===== config.mk =====
export PLATFORM = sky130hd
export DESIGN_NAME = lab10_1_sec_timer
export DESIGN_NICKNAME = d
export VERILOG_FILES = /design/src/rtl/lab10_1_sec_timer.sv
export SDC_FILE = /design/constraint.sdc
export NUM_CORES = 1
export LEC_CHECK = 0
export BUFFER_PORTS_ARGS = -buffer_cell sky130_fd_sc_hd__buf_4
export CELL_PAD_IN_SITES_DETAIL_PLACEMENT = 0
export CELL_PAD_IN_SITES_GLOBAL_PLACEMENT = 1
export CORE_MARGIN = 8
export CORE_UTILIZATION = 39
export DETAILED_ROUTE_END_ITERATION = 10
export GPL_TIMING_DRIVEN = 0
export PLACE_DENSITY_LB_ADDON = 0.1
export REMOVE_ABC_BUFFERS = 1
export SLEW_MARGIN = 20
export SYNTH_ARGS = -nofsm -noshare
export SYNTH_HDL_FRONTEND = slang
export SYNTH_SLANG_ARGS = --single-unit

===== constraint.sdc =====
create_clock -name clk -period 3.1 [get_ports clk]
set_clock_uncertainty 0.2 [all_clocks]
set_input_delay 0.465 -clock clk [delete_from_list [all_inputs] [get_ports clk]]
set_output_delay 0.465 -clock clk [all_outputs]
set_load 0.02 [all_outputs]

===== src/rtl/lab10_1_sec_timer.sv =====
// -----------------------------------------------------------------------------
// lab10_1_sec_timer
//
// mm:ss BCD stopwatch that sits directly after the 1 Hz divider. The divider's
// square wave is synchronised into the clk domain, and each rising edge becomes
// a one-cycle tick. The tick advances four BCD digits under start/stop/clear
// control. The digits feed the 7-segment scan stage.
//
// Parameters
//   MAX_MIN      terminal minute value, 1..99
//   WRAP         1: MAX_MIN:59 -> 00:00 with an ovf pulse, keeps running
//                0: the tick that reaches MAX_MIN:59 enters DONE, count holds
//   SYNC_STAGES  synchroniser depth on sec_in, 2..3
//
// Ports
//   clk         in   global clock, posedge
//   rst         in   synchronous reset, active high
//   sec_in      in   1 Hz square wave, asynchronous to clk
//   start_stop  in   1-cycle pulse, toggles run/pause
//   clear       in   1-cycle pulse, zeroes the count and returns to IDLE
//   lap         in   1-cycle pulse, freezes/unfreezes the display (lap build)
//   min1, min0  out  BCD minutes (tens, units)
//   sec1, sec0  out  BCD seconds (tens, units)
//   running     out  high while the FSM is in RUN (registered)
//   ovf         out  1-cycle pulse on wrap (always 0 when WRAP = 0)
//
// Build option
//   LAB10_LAP_EN  adds the lap port and the display snapshot registers.
//                 Without it, the outputs are the live count.
// -----------------------------------------------------------------------------
module lab10_1_sec_timer #(
    parameter int MAX_MIN     = 59,
    parameter int WRAP        = 1,
    parameter int SYNC_STAGES = 2
) (
    input  logic       clk,
    input  logic       rst,
    input  logic       sec_in,
    input  logic       start_stop,
    input  logic       clear,
`ifdef LAB10_LAP_EN
    input  logic       lap,
`endif
    output logic [3:0] min1,
    output logic [3:0] min0,
    output logic [3:0] sec1,
    output logic [3:0] sec0,
    output logic       running,
    output logic       ovf
);

    typedef enum logic [1:0] {
        S_IDLE  = 2'd0,
        S_RUN   = 2'd1,
        S_PAUSE = 2'd2,
        S_DONE  = 2'd3
    } state_e;

    localparam logic [3:0]  MAX_MIN1 = 4'(MAX_MIN / 10);
    localparam logic [3:0]  MAX_MIN0 = 4'(MAX_MIN % 10);
    // Count packed as {min1, min0, sec1, sec0}.
    localparam logic [15:0] TERM     = {MAX_MIN1, MAX_MIN0, 4'd5, 4'd9};

    // One-second BCD increment with the digit-wise carry chain.
    // The caller handles the terminal value, so min1 never exceeds 9.
    function automatic logic [15:0] bcd_inc(input logic [15:0] c);
        logic [3:0] m1, m0, s1, s0;
        {m1, m0, s1, s0} = c;
        if (s0 == 4'd9) begin
            s0 = 4'd0;
            if (s1 == 4'd5) begin
                s1 = 4'd0;
                if (m0 == 4'd9) begin
                    m0 = 4'd0;
                    m1 = m1 + 4'd1;
                end else begin
                    m0 = m0 + 4'd1;
                end
            end else begin
                s1 = s1 + 4'd1;
            end
        end else begin
            s0 = s0 + 4'd1;
        end
        return {m1, m0, s1, s0};
    endfunction

    logic [SYNC_STAGES-1:0] sync_q;
    logic                   edge_q;
    logic                   tick;
    state_e                 state_q, state_d;
    logic [15:0]            cnt_q, cnt_d;
    logic [15:0]            cnt_inc;
    logic                   ovf_q, ovf_d;
    logic                   running_q;

    // The synchroniser's last stage, delayed by one flop, marks the rising
    // edge. Falling edges give sync_last = 0 and so produce no tick.
    assign tick    = sync_q[SYNC_STAGES-1] & ~edge_q;
    assign cnt_inc = bcd_inc(cnt_q);

    always_comb begin
        state_d = state_q;
        cnt_d   = cnt_q;
        ovf_d   = 1'b0;
        if (clear) begin
            // clear also beats a coincident tick, so there is no increment.
            state_d = S_IDLE;
            cnt_d   = '0;
        end else begin
            case (state_q)
                S_IDLE: begin
                    if (start_stop) begin
                        state_d = S_RUN;
                    end
                end
                S_RUN: begin
                    if (tick) begin
                        if (cnt_q == TERM) begin
                            if (WRAP != 0) begin
                                cnt_d = '0;
                                ovf_d = 1'b1;
                            end else begin
                                state_d = S_DONE;
                            end
                        end else begin
                            cnt_d = cnt_inc;
                            if ((WRAP == 0) && (cnt_inc == TERM)) begin
                                state_d = S_DONE;
                            end
                        end
                    end
                    // The pause takes priority over the state change, but a
                    // coincident tick's increment is still applied.
                    if (start_stop) begin
                        state_d = S_PAUSE;
                    end
                end
                S_PAUSE: begin
                    if (start_stop) begin
                        state_d = S_RUN;
                    end
                end
                S_DONE: begin
                    state_d = S_DONE;
                end
                default: begin
                    state_d = S_IDLE;
                end
            endcase
        end
    end

    always_ff @(posedge clk) begin
        if (rst) begin
            sync_q    <= '0;
            edge_q    <= 1'b0;
            state_q   <= S_IDLE;
            cnt_q     <= '0;
            ovf_q     <= 1'b0;
            running_q <= 1'b0;
        end else begin
            sync_q    <= {sync_q[SYNC_STAGES-2:0], sec_in};
            edge_q    <= sync_q[SYNC_STAGES-1];
            state_q   <= state_d;
            cnt_q     <= cnt_d;
            ovf_q     <= ovf_d;
            running_q <= (state_d == S_RUN);
        end
    end

`ifdef LAB10_LAP_EN
    logic        lap_hold_q, lap_hold_d;
    logic [15:0] snap_q, snap_d;

    // The snapshot is taken only on the entry into hold. The live count keeps
    // running underneath it.
    always_comb begin
        lap_hold_d = lap_hold_q;
        snap_d     = snap_q;
        if (clear) begin
            lap_hold_d = 1'b0;
        end else if (lap && ((state_q == S_RUN) || (state_q == S_PAUSE))) begin
            lap_hold_d = ~lap_hold_q;
            if (!lap_hold_q) begin
                snap_d = cnt_q;
            end
        end
    end

    always_ff @(posedge clk) begin
        if (rst) begin
            lap_hold_q <= 1'b0;
            snap_q     <= '0;
        end else begin
            lap_hold_q <= lap_hold_d;
            snap_q     <= snap_d;
        end
    end

    assign {min1, min0, sec1, sec0} = lap_hold_q ? snap_q : cnt_q;
`else
    assign {min1, min0, sec1, sec0} = cnt_q;
`endif

    assign running = running_q;
    assign ovf     = ovf_q;

endmodule


### Word level (Yosys, flattened, before mapping)

Cells that the tools add are included.

* register bits: 23
* bits of input ports: 5
* output and inout port bits: 18
* logic and storage cells: 51

* add/subtract/negate cells: 4
* equality and inequality tests: 8
* muxes and demuxes: 15
* bitwise operators: 4
* reduce and logical (&&, ||, !) cells: 11

Operators by type and width (count)
* $mux W4: 9
* $add A4 B1 Y4 const B: 4
* $eq A16 B15 Y1 const B: 1
* $mux W16: 1
* $eq A4 B4 Y1 const B: 2
* $mux W2: 3
* $pmux W2 S3: 1
* $reduce_bool A2 Y1: 3
* $reduce_and A5 Y1: 1
* $eq A2 B1 Y1 const B: 2
* $eq A2 B2 Y1 const B: 2
* $eq A4 B3 Y1 const B: 1
* $reduce_and A4 Y1: 1
* $reduce_or A2 Y1: 2
* $reduce_or A4 Y1: 1
* $not A1 Y1: 3
* $reduce_and A3 Y1: 1
* $logic_not A2 Y1: 1
* $reduce_and A2 Y1: 1
* $and A1 B1 Y1: 1
* $mux W1: 1

### Depth between registers and ports, before layout

Gate-level depths: netlist of run 1.

* depth in word-level cells: 5
* depth in mapped cells: 8
* mapped depth without buffers: 6

### Worst setup path after synthesis of run 1

No wires, ideal clock.

* path type: reg2reg
* from: register cnt_q[0]
* to: register cnt_q[15]
* setup time: 71 ps
* arrival: 1689 ps
* data required time: 2829 ps
* path slack: 1140 ps
* cell stages (with the launch flop): 7
* path buffers: 1
* period minus slack after synthesis: 1960 ps
* path through: dfxtp_1 -> ha_1 -> and3b_1 -> buf_2 -> nand3_4 -> or4_1 -> a21oi_1

* longest elaborated chain between the ends: 3
* elaborated cells between the ends (all ways): 7
* classes of those cells: eq/ne (2); mux (1); reduce/logical (4)

RTL lines
* start, declared: RTL line 92 `logic [15:0] cnt_q, cnt_d;`
* start signal, assigned: RTL line 166 `cnt_q <= cnt_d;`
* $eq A16 B15 Y1 or $eq A4 B4 Y1 (tied branches): RTL line 119, 69
* $reduce_bool A2 Y1 (no source line)
* $reduce_and A5 Y1 (no source line)

Parallel ways exist; a longest one is shown, timed or not.
A chain may end at the register's enable or synchronous reset.

### Final worst setup path of run 1

Same ends and word-level chain as after synthesis.

==> run summary, run 1 <==
CTS
-----------------------------------------------------------------------------------------------------------------
Cell at the root of the clock tree                                                                   sky130_fd_sc_hd__clkbuf_4
# Post-CTS Setup Buffers                                                                                        0
Number of gates resized after cts                                                                               0
H-Tree Level Count                                                                                              1
Clock transition at the register clock pins on the worst setup and hold paths after CTS                   0.13 ns
Count of hold-fix buffers inserted at cts                                                                       0
Clock tree from TritonCTS                                                                                     yes
Buffers from clock root to sink, at most                                                                        2
Latest clock arrival within the worst-skew pair                                                           0.31 ns
Number of sinks driven by the clock tree                                                                       23
Inserted Clock Buffers                                                                                          3

SYNTHESIS
-----------------------------------------------------------------------------------------------------------------
Number of flops mapped to enable cells by yosys                                                                 0
Share of the synthesized area in the top cell type                                                          41.8%
Largest cells by area after synthesis                                                                sky130_fd_sc_hd__dfxtp_1 (42%), sky130_fd_sc_hd__ha_1 (9.1%), sky130_fd_sc_hd__a21oi_1 (6.8%), sky130_fd_sc_hd__nor2_1 (3.8%), sky130_fd_sc_hd__nor3_1 (3.6%)
Synthesized cell area                                                                                    1100 um2
Cell variety after synth                                                                                       29
Multiplexer share of the synthesized area                                                                  0.909%
Xor and xnor fraction of the mapped netlist area                                                            2.39%
Number of warnings printed during yosys synthesis                                                               0
Arithmetic-cell share of the synthesized area counting full adders, half adders and majority gates          9.09%
Flip-flop and latch count after synthesis                                                                      23
Largest family of logic cells by synthesized area                                                    simple AND/OR/NAND/NOR gates
Primary FF master, synth                                                                             sky130_fd_sc_hd__dfxtp_1
Ys async rst share                                                                                             0%
Fraction of the mapped netlist area in compound gates                                                       11.0%
Synth area leader                                                                                    sky130_fd_sc_hd__dfxtp_1
Sequential element share of the synthesized area                                                            41.8%
Simple-gate share of the synthesized area                                                                   30.5%
Synthesized netlist cell count                                                                                127
Average footprint of a synthesized cell                                                                  8.67 um2

POWER
-----------------------------------------------------------------------------------------------------------------
Worst VDD drop                                                                                         0.000219 V
Cell internal pwr                                                                                        0.357 mW
Leak pwr                                                                                                 0.497 nW
Power, Total                                                                                             0.458 mW
Power per cell area                                                                                    351 nW/um2
Switching Fraction                                                                                          22.2%
Sequential share of power                                                                                   65.6%
Clock network power share                                                                                   30.7%
Combinational fraction of design power                                                                       3.7%
Total net switching power                                                                                0.102 mW

WORST SETUP PATH
-----------------------------------------------------------------------------------------------------------------
Class of the most critical setup path                                                                     reg2reg
WP data required                                                                                          3.15 ns
Largest stage delay, worst path                                                                           0.50 ns
Arrival time at the worst endpoint                                                                        2.18 ns
Worst Setup Start Kind                                                                                       flop
Count of buffer and inverter cells on the critical path                                                         0
CP delay by family, top                                                                              simple AND/OR/NAND/NOR gates
Critical Path Sink Type                                                                                      flop
Maximum fanout encountered on the critical timing path                                                         15
List of cells traversed by the critical path                                                         ha_1, and3b_1, nand3_4, or4_1, a21oi_1
Critical Path Slowest Stage Cell                                                                     sky130_fd_sc_hd__or4_1

ROUTE
-----------------------------------------------------------------------------------------------------------------
Highest metal layer with signal wires                                                                        met4
DRC viols                                                                                                       0
TritonRoute pass-1 iters                                                                                        4
Post-detailed-routing wire length                                                                         2220 um
First-iteration detailed-routing DRC count                                                                     45
Overall via count from detail_route                                                                           928
Wirelength per Cell                                                                                       12.5 um
Post-route met1 wirelength                                                                                1100 um
Met3 wire length                                                                                            99 um
Number of nets still failing antenna checks after routing                                                       0
Met2 Wirelength                                                                                            987 um
Drt via density                                                                                              5.21

GLOBAL ROUTING
-----------------------------------------------------------------------------------------------------------------
Antenna violations before repair                                                                                0
Vias in the first global route                                                                                828
Global-route total usage across every layer                                                                 9.05%
Maximum number of pins on one net before global-route repair                                                   19
Global route overflow                                                                                           0
Global-route wire length before repair                                                                    3770 um

JOB
-----------------------------------------------------------------------------------------------------------------
Max capacitance violation total                                                                                 0

FLOORPLAN
-----------------------------------------------------------------------------------------------------------------
Num rows                                                                                                       19
Placeable Area                                                                                           2710 um2
X dimension of the die                                                                                    69.1 um
Initial core utilization                                                                                    40.6%
Number of top-level pins                                                                                       23
Die outline area                                                                                         4780 um2
Die span in y                                                                                             69.1 um

WORST HOLD PATH
-----------------------------------------------------------------------------------------------------------------
Min-delay worst type                                                                                       in2reg

PLACEMENT
-----------------------------------------------------------------------------------------------------------------
DP Worst Slack                                                                                            1.00 ns
Count of input and output buffers                                                                              22
Weighted congestion at the end of routability-driven global placement                                       0.754
Placed wire-length estimate                                                                               1630 um

STA
-----------------------------------------------------------------------------------------------------------------
Crit path time final                                                                                      2.13 ns
Count of pins over their slew limit                                                                             0
Count of endpoints failing hold in the final timing report                                                      0
Final setup slack of the worst path                                                                      0.973 ns
Transition time of the tightest slew-check pin                                                           0.371 ns
Fraction of the cycle the final worst path needs                                                            68.6%
Setup repair after global routing missed its margin                                                         false
Sum of negative setup slack                                                                                  0 ns
Maximum frequency from static timing analysis                                                             470 MHz
Final-report setup violation count                                                                              0
Remaining max-slew budget at the tightest pin                                                               75.3%

LAYOUT
-----------------------------------------------------------------------------------------------------------------
Layout Area Growth over Synthesis                                                                           18.6%
Net total in the final layout                                                                                 161
Ratio of cells with drive above 1 in the final layout                                                       19.0%
Final Util                                                                                                  48.2%
Most common library cell in the layout ignoring fill and taps                                        sky130_fd_sc_hd__dfxtp_1
Highest-count cells in the layout ignoring fill and taps                                             sky130_fd_sc_hd__dfxtp_1 (23), sky130_fd_sc_hd__buf_4 (22), sky130_fd_sc_hd__a21oi_1 (15)
Number of diodes                                                                                                0

STATUS
-----------------------------------------------------------------------------------------------------------------
Status                                                                                                  completed

-- cells in the mapped netlist, drive strengths merged (3+ instances only) --
cell type	instances
o21ai	8
a21oi	15
clkbuf	4
nand2	9
or4	3
nor3	8
ha	8
nand3	4
nor2b	3
nor2	11
inv	6
and3b	3
dfxtp	23
or3	3
nand4b	4
-- final cells by class --
class | count | area [um2]
Timing Repair Buffer | 22 | 165
Inverter | 6 | 22.5
Sequential cell | 23 | 460
Clock buffer | 4 | 26.3
Fill cell | 277 | 1400
Tap cell | 31 | 38.8
Multi-Input combinational cell | 92 | 593
-- worst paths after layout --
kind                              start                endpoint  slack, ns  depth (start not counted)
setup / recovery  cnt_q[0]$_SDFFE_PP0P_  cnt_q[15]$_SDFFE_PP0P_       0.97                          5
hold / removal                      rst    sync_q[0]$_SDFF_PP0_       0.12                          2
setup reg to reg  cnt_q[0]$_SDFFE_PP0P_  cnt_q[15]$_SDFFE_PP0P_       0.97                          5
hold reg to reg    sync_q[0]$_SDFF_PP0_    sync_q[1]$_SDFF_PP0_       0.26                          1
-- state kept, by name, indices dropped and copies added (netlist names) --
name and count:
running 1, edge_q 1, state_q 2, cnt_q 16, ovf 1, sync_q 2
-- metrics by stage --
step | std cells | hold slack (ns) | cell area, um2
finish | 178 | 0.124 | 1310
global placement | 174 | 0.220 | 1280
CTS | 178 | 0.112 | 1310
floorplan | 121 | 0.214 | 1080
detailed placement | 174 | 0.229 | 1280
global route | 178 | 0.117 | 1310
-- metal layers --
metal / vias to the layer above / GRT usage (%)
li1: 484 / -
met1: 423 / 11.6
met2: 17 / 13.5
met3: 4 / 2.72
met4: 0 / 4.10
met5: - / 0
-- worst reg2reg max path, stage by stage, from the launching register on --
cell and delay (ns):
sky130_fd_sc_hd__dfxtp_1 0.44, sky130_fd_sc_hd__ha_1 0.21, sky130_fd_sc_hd__and3b_1 0.36, sky130_fd_sc_hd__nand3_4 0.22
sky130_fd_sc_hd__or4_1 0.50, sky130_fd_sc_hd__a21oi_1 0.14
-- cell families (layout without fill, tap and decap cells) --
family / Yosys count / count (layout)
buffers and inverters: 12 / 32
xor gates and xnor gates: 3 / 3
DFF: 23 / 23
adders and majority gates: 8 / 8
and+or+nand+nor: 56 / 56
muxes: 1 / 1
AOI/OAI and AO/OA: 24 / 24
-- power by group through the flow --
stage / Clock (mW) / Sequential, mW / Combinational [mW]
4_1_cts: 0.149 / 0.301 / 0.0176
6_report: 0.141 / 0.301 / 0.0171
3_3_place_gp: 0 / 0.307 / 0.0172
2_1_floorplan: 0 / 0.307 / 0.00815
5_1_grt: 0.160 / 0.301 / 0.0192
3_5_place_dp: 0 / 0.307 / 0.0176
(Power assumes the default switching activity.)
==> run 2, diff against run 1 <==
CORE_UTILIZATION = 35   (was 39)
clock period = 1.75 ns   (was 3.1 ns; I/O delays follow)
==> run 2 against run 1 <==
The run now ends with setup timing left; largest power group unchanged; hold slack lost 0.11 ns; critical path type unchanged; combinational power grew 110%; clock-buffer cell count is the same; highest routed layer unchanged.
==> run summary, run 2 (same netlist as run 1, synthesis figures left out) <==
CTS
------------------------------------------------------------------------------------------------------
Cell at the root of the clock tree                                                        sky130_fd_sc_hd__clkbuf_4
Inserted Clock Buffers                                                                               3   unchanged
Clock transition at the register clock pins on the worst setup and hold paths after CTS        0.13 ns   about the same
Latest clock arrival within the worst-skew pair                                                0.31 ns   about the same
Number of sinks driven by the clock tree                                                            23   unchanged
Clock tree from TritonCTS                                                                          yes
H-Tree Level Count                                                                                   1   unchanged
Buffers from clock root to sink, at most                                                             2   unchanged

WORST SETUP PATH
------------------------------------------------------------------------------------------------------
Class of the most critical setup path                                                          reg2reg
Critical Path Slowest Stage Cell                                                          sky130_fd_sc_hd__or4_1
Critical Path Sink Type                                                                           flop
List of cells traversed by the critical path                                              inv_2, ha_4, and3b_2, nand3_4, or4_1, a21oi_1
Arrival time at the worst endpoint                                                             1.81 ns   -0.37 ns
Maximum fanout encountered on the critical timing path                                               7   -8
Largest stage delay, worst path                                                                0.48 ns   -0.02 ns
WP data required                                                                               1.80 ns   -1.35 ns
Worst Setup Start Kind                                                                            flop

GLOBAL ROUTING
------------------------------------------------------------------------------------------------------
Global route overflow                                                                                0   unchanged
Global-route wire length before repair                                                         4530 um   +20%
Maximum number of pins on one net before global-route repair                                        19   unchanged
Vias in the first global route                                                                     984   +19%
Global-route total usage across every layer                                                      10.6%   +1.5 points
Antenna violations before repair                                                                     0   unchanged

ROUTE
------------------------------------------------------------------------------------------------------
Number of nets still failing antenna checks after routing                                            0   unchanged
Overall via count from detail_route                                                               1011   +8.9%
DRC viols                                                                                            0   unchanged
Drt via density                                                                                   4.84   -7.2%
Post-detailed-routing wire length                                                              2610 um   +17%
TritonRoute pass-1 iters                                                                             4   unchanged
Wirelength per Cell                                                                            12.5 um   about the same
First-iteration detailed-routing DRC count                                                          29   -36%

STA
------------------------------------------------------------------------------------------------------
Crit path time final                                                                           1.76 ns   -0.362 ns
Sum of negative setup slack                                                                 -0.0150 ns   -0.0150 ns
Final setup slack of the worst path                                                         -0.0150 ns   -0.988 ns
Setup repair after global routing missed its margin                                               true
Remaining max-slew budget at the tightest pin                                                    75.6%   +0.29 points
Fraction of the cycle the final worst path needs                                                  101%   +32 points
Count of pins over their slew limit                                                                  0   unchanged
Count of endpoints failing hold in the final timing report                                           0   unchanged
Transition time of the tightest slew-check pin                                                0.367 ns   -0.00433 ns
Post-route worst hold slack                                                                  0.0152 ns   -0.109 ns
Final-report setup violation count                                                                   1   +1
Maximum frequency from static timing analysis                                                  567 MHz   +21%

FLOORPLAN
------------------------------------------------------------------------------------------------------
Die span in y                                                                                  72.1 um   +4.3%
Number of top-level pins                                                                            23   unchanged
Placeable Area                                                                                3030 um2   +12%
Die outline area                                                                              5200 um2   +8.7%
Num rows                                                                                            20   +1
Initial core utilization                                                                         36.4%   -4.3 points
X dimension of the die                                                                         72.1 um   +4.3%

PLACEMENT
------------------------------------------------------------------------------------------------------
Number of placed instances with taps included                                                      187   +7.5%
DP Area                                                                                       1300 um2   +1.3%
Count of input and output buffers                                                                   22   unchanged
Placed wire-length estimate                                                                    1670 um   +2.4%
Weighted congestion at the end of routability-driven global placement                            0.780   +3.3%

POWER
------------------------------------------------------------------------------------------------------
Leak pwr                                                                                      0.597 nW   +20%
Power per cell area                                                                         532 nW/um2   +52%
Worst VDD drop                                                                              0.000338 V   +55%

LAYOUT
------------------------------------------------------------------------------------------------------
Area of all placed cells without fillers                                                      1530 um2   +17%
Flip-flop count of the largest register, all copies and words added                                 16   unchanged
Highest-count cells in the layout ignoring fill and taps                                  sky130_fd_sc_hd__buf_4 (36), sky130_fd_sc_hd__dfxtp_1 (16), sky130_fd_sc_hd__a21oi_1 (14)
Layout Area Growth over Synthesis                                                                39.0%
Most common library cell in the layout ignoring fill and taps                             sky130_fd_sc_hd__buf_4
Ratio of cells with drive above 1 in the final layout                                            37.0%   +18 points
Number of diodes                                                                                     0   unchanged
Number of inserted filler cells in the final layout                                                304   +9.7%
Register name with the most flops                                                                cnt_q
Net total in the final layout                                                                      179   +11%
Non-filler cells, final                                                                            209   +17%
Final Util                                                                                       50.5%   +2.3 points
Registers with the most flip-flops                                                        cnt_q (16), state_q (2), sync_q (2)

WORST HOLD PATH
------------------------------------------------------------------------------------------------------
Min-delay worst type                                                                            in2reg

JOB
------------------------------------------------------------------------------------------------------
Max capacitance violation total                                                                      0   unchanged

STATUS
------------------------------------------------------------------------------------------------------
Status                                                                                    finished with violations
Failing checks                                                                            setup timing

run 2: cell types whose count changed in the layout (fill, tap and decap cells not counted), moves of 3 or more:
cell                            previous run  this run
sky130_fd_sc_hd__and3b_1                   3         0
sky130_fd_sc_hd__buf_4                    22        36
sky130_fd_sc_hd__dfxtp_2                   0         5
sky130_fd_sc_hd__dfxtp_1                  23        16
sky130_fd_sc_hd__dlygate4sd3_1             0         3
sky130_fd_sc_hd__and3b_2                   0         3
run 2: cell type report:
| class | instances | area, um2 | share of cell area [%] |
|---|---|---|---|
| repair buffers | 40 | 312 | 20.4 |
| well taps | 44 | 55.1 | 3.60 |
| inverters | 6 | 22.5 | 1.47 |
| clock buffers | 4 | 26.3 | 1.72 |
| flip-flops and latches | 23 | 474 | 31.0 |
| multi-input cells | 92 | 641 | 41.9 |
run 2: path summary, 6_finish.rpt:
path         depth (start not counted)                      to                   start  slack [ns]
max                                  6  cnt_q[15]$_SDFFE_PP0P_   cnt_q[5]$_SDFFE_PP0P_       -0.01
min                                  3   state_q[0]$_SDFF_PP0_              start_stop        0.02
max reg2reg                          6  cnt_q[15]$_SDFFE_PP0P_   cnt_q[5]$_SDFFE_PP0P_       -0.01
min reg2reg                          2  cnt_q[11]$_SDFFE_PP0P_  cnt_q[11]$_SDFFE_PP0P_        0.31
run 2: critical path, delay by kind of cell, from the launching register on:
kind | cells | cell delay [ns]
DFF | 1 | 0.35
adders and majority gates | 1 | 0.12
buffers and inverters | 1 | 0.07
AOI/OAI and AO/OA | 1 | 0.14
and+or+nand+nor | 3 | 0.83
run 2: timing repair:
action,CTS,global route
hold buffers,3,0
gates resized for setup,14,12
pin swaps,3,6
setup buffers,11,4
gates cloned,0,0
setup endpoints to repair,11,10
hold endpoints to repair,3,0
run 2: power breakdown:
part / internal (mW) / switching (mW)
registers: 0.526 / 0.00380
clock network: 0.0889 / 0.160
logic: 0.0179 / 0.0179
run 2: stage by stage:
stage / setup slack [ns] / power (mW)
finish: -0.0150 / 0.814
global route: -0.0912 / 0.854
CTS: -0.0329 / 0.828
detailed placement: -0.390 / 0.576
global placement: -0.348 / 0.575
floorplan: -0.287 / 0.559
run 2: routing by layer:
metal / up-vias / global-route usage [%] / wire [um]
met2: 15 / 17.5 / 1250
met4: 0 / 4.76 / 23
li1: 517 / - / -
met3: 2 / 2.07 / 86
met1: 477 / 12.9 / 1250
met5: - / 0 / 0
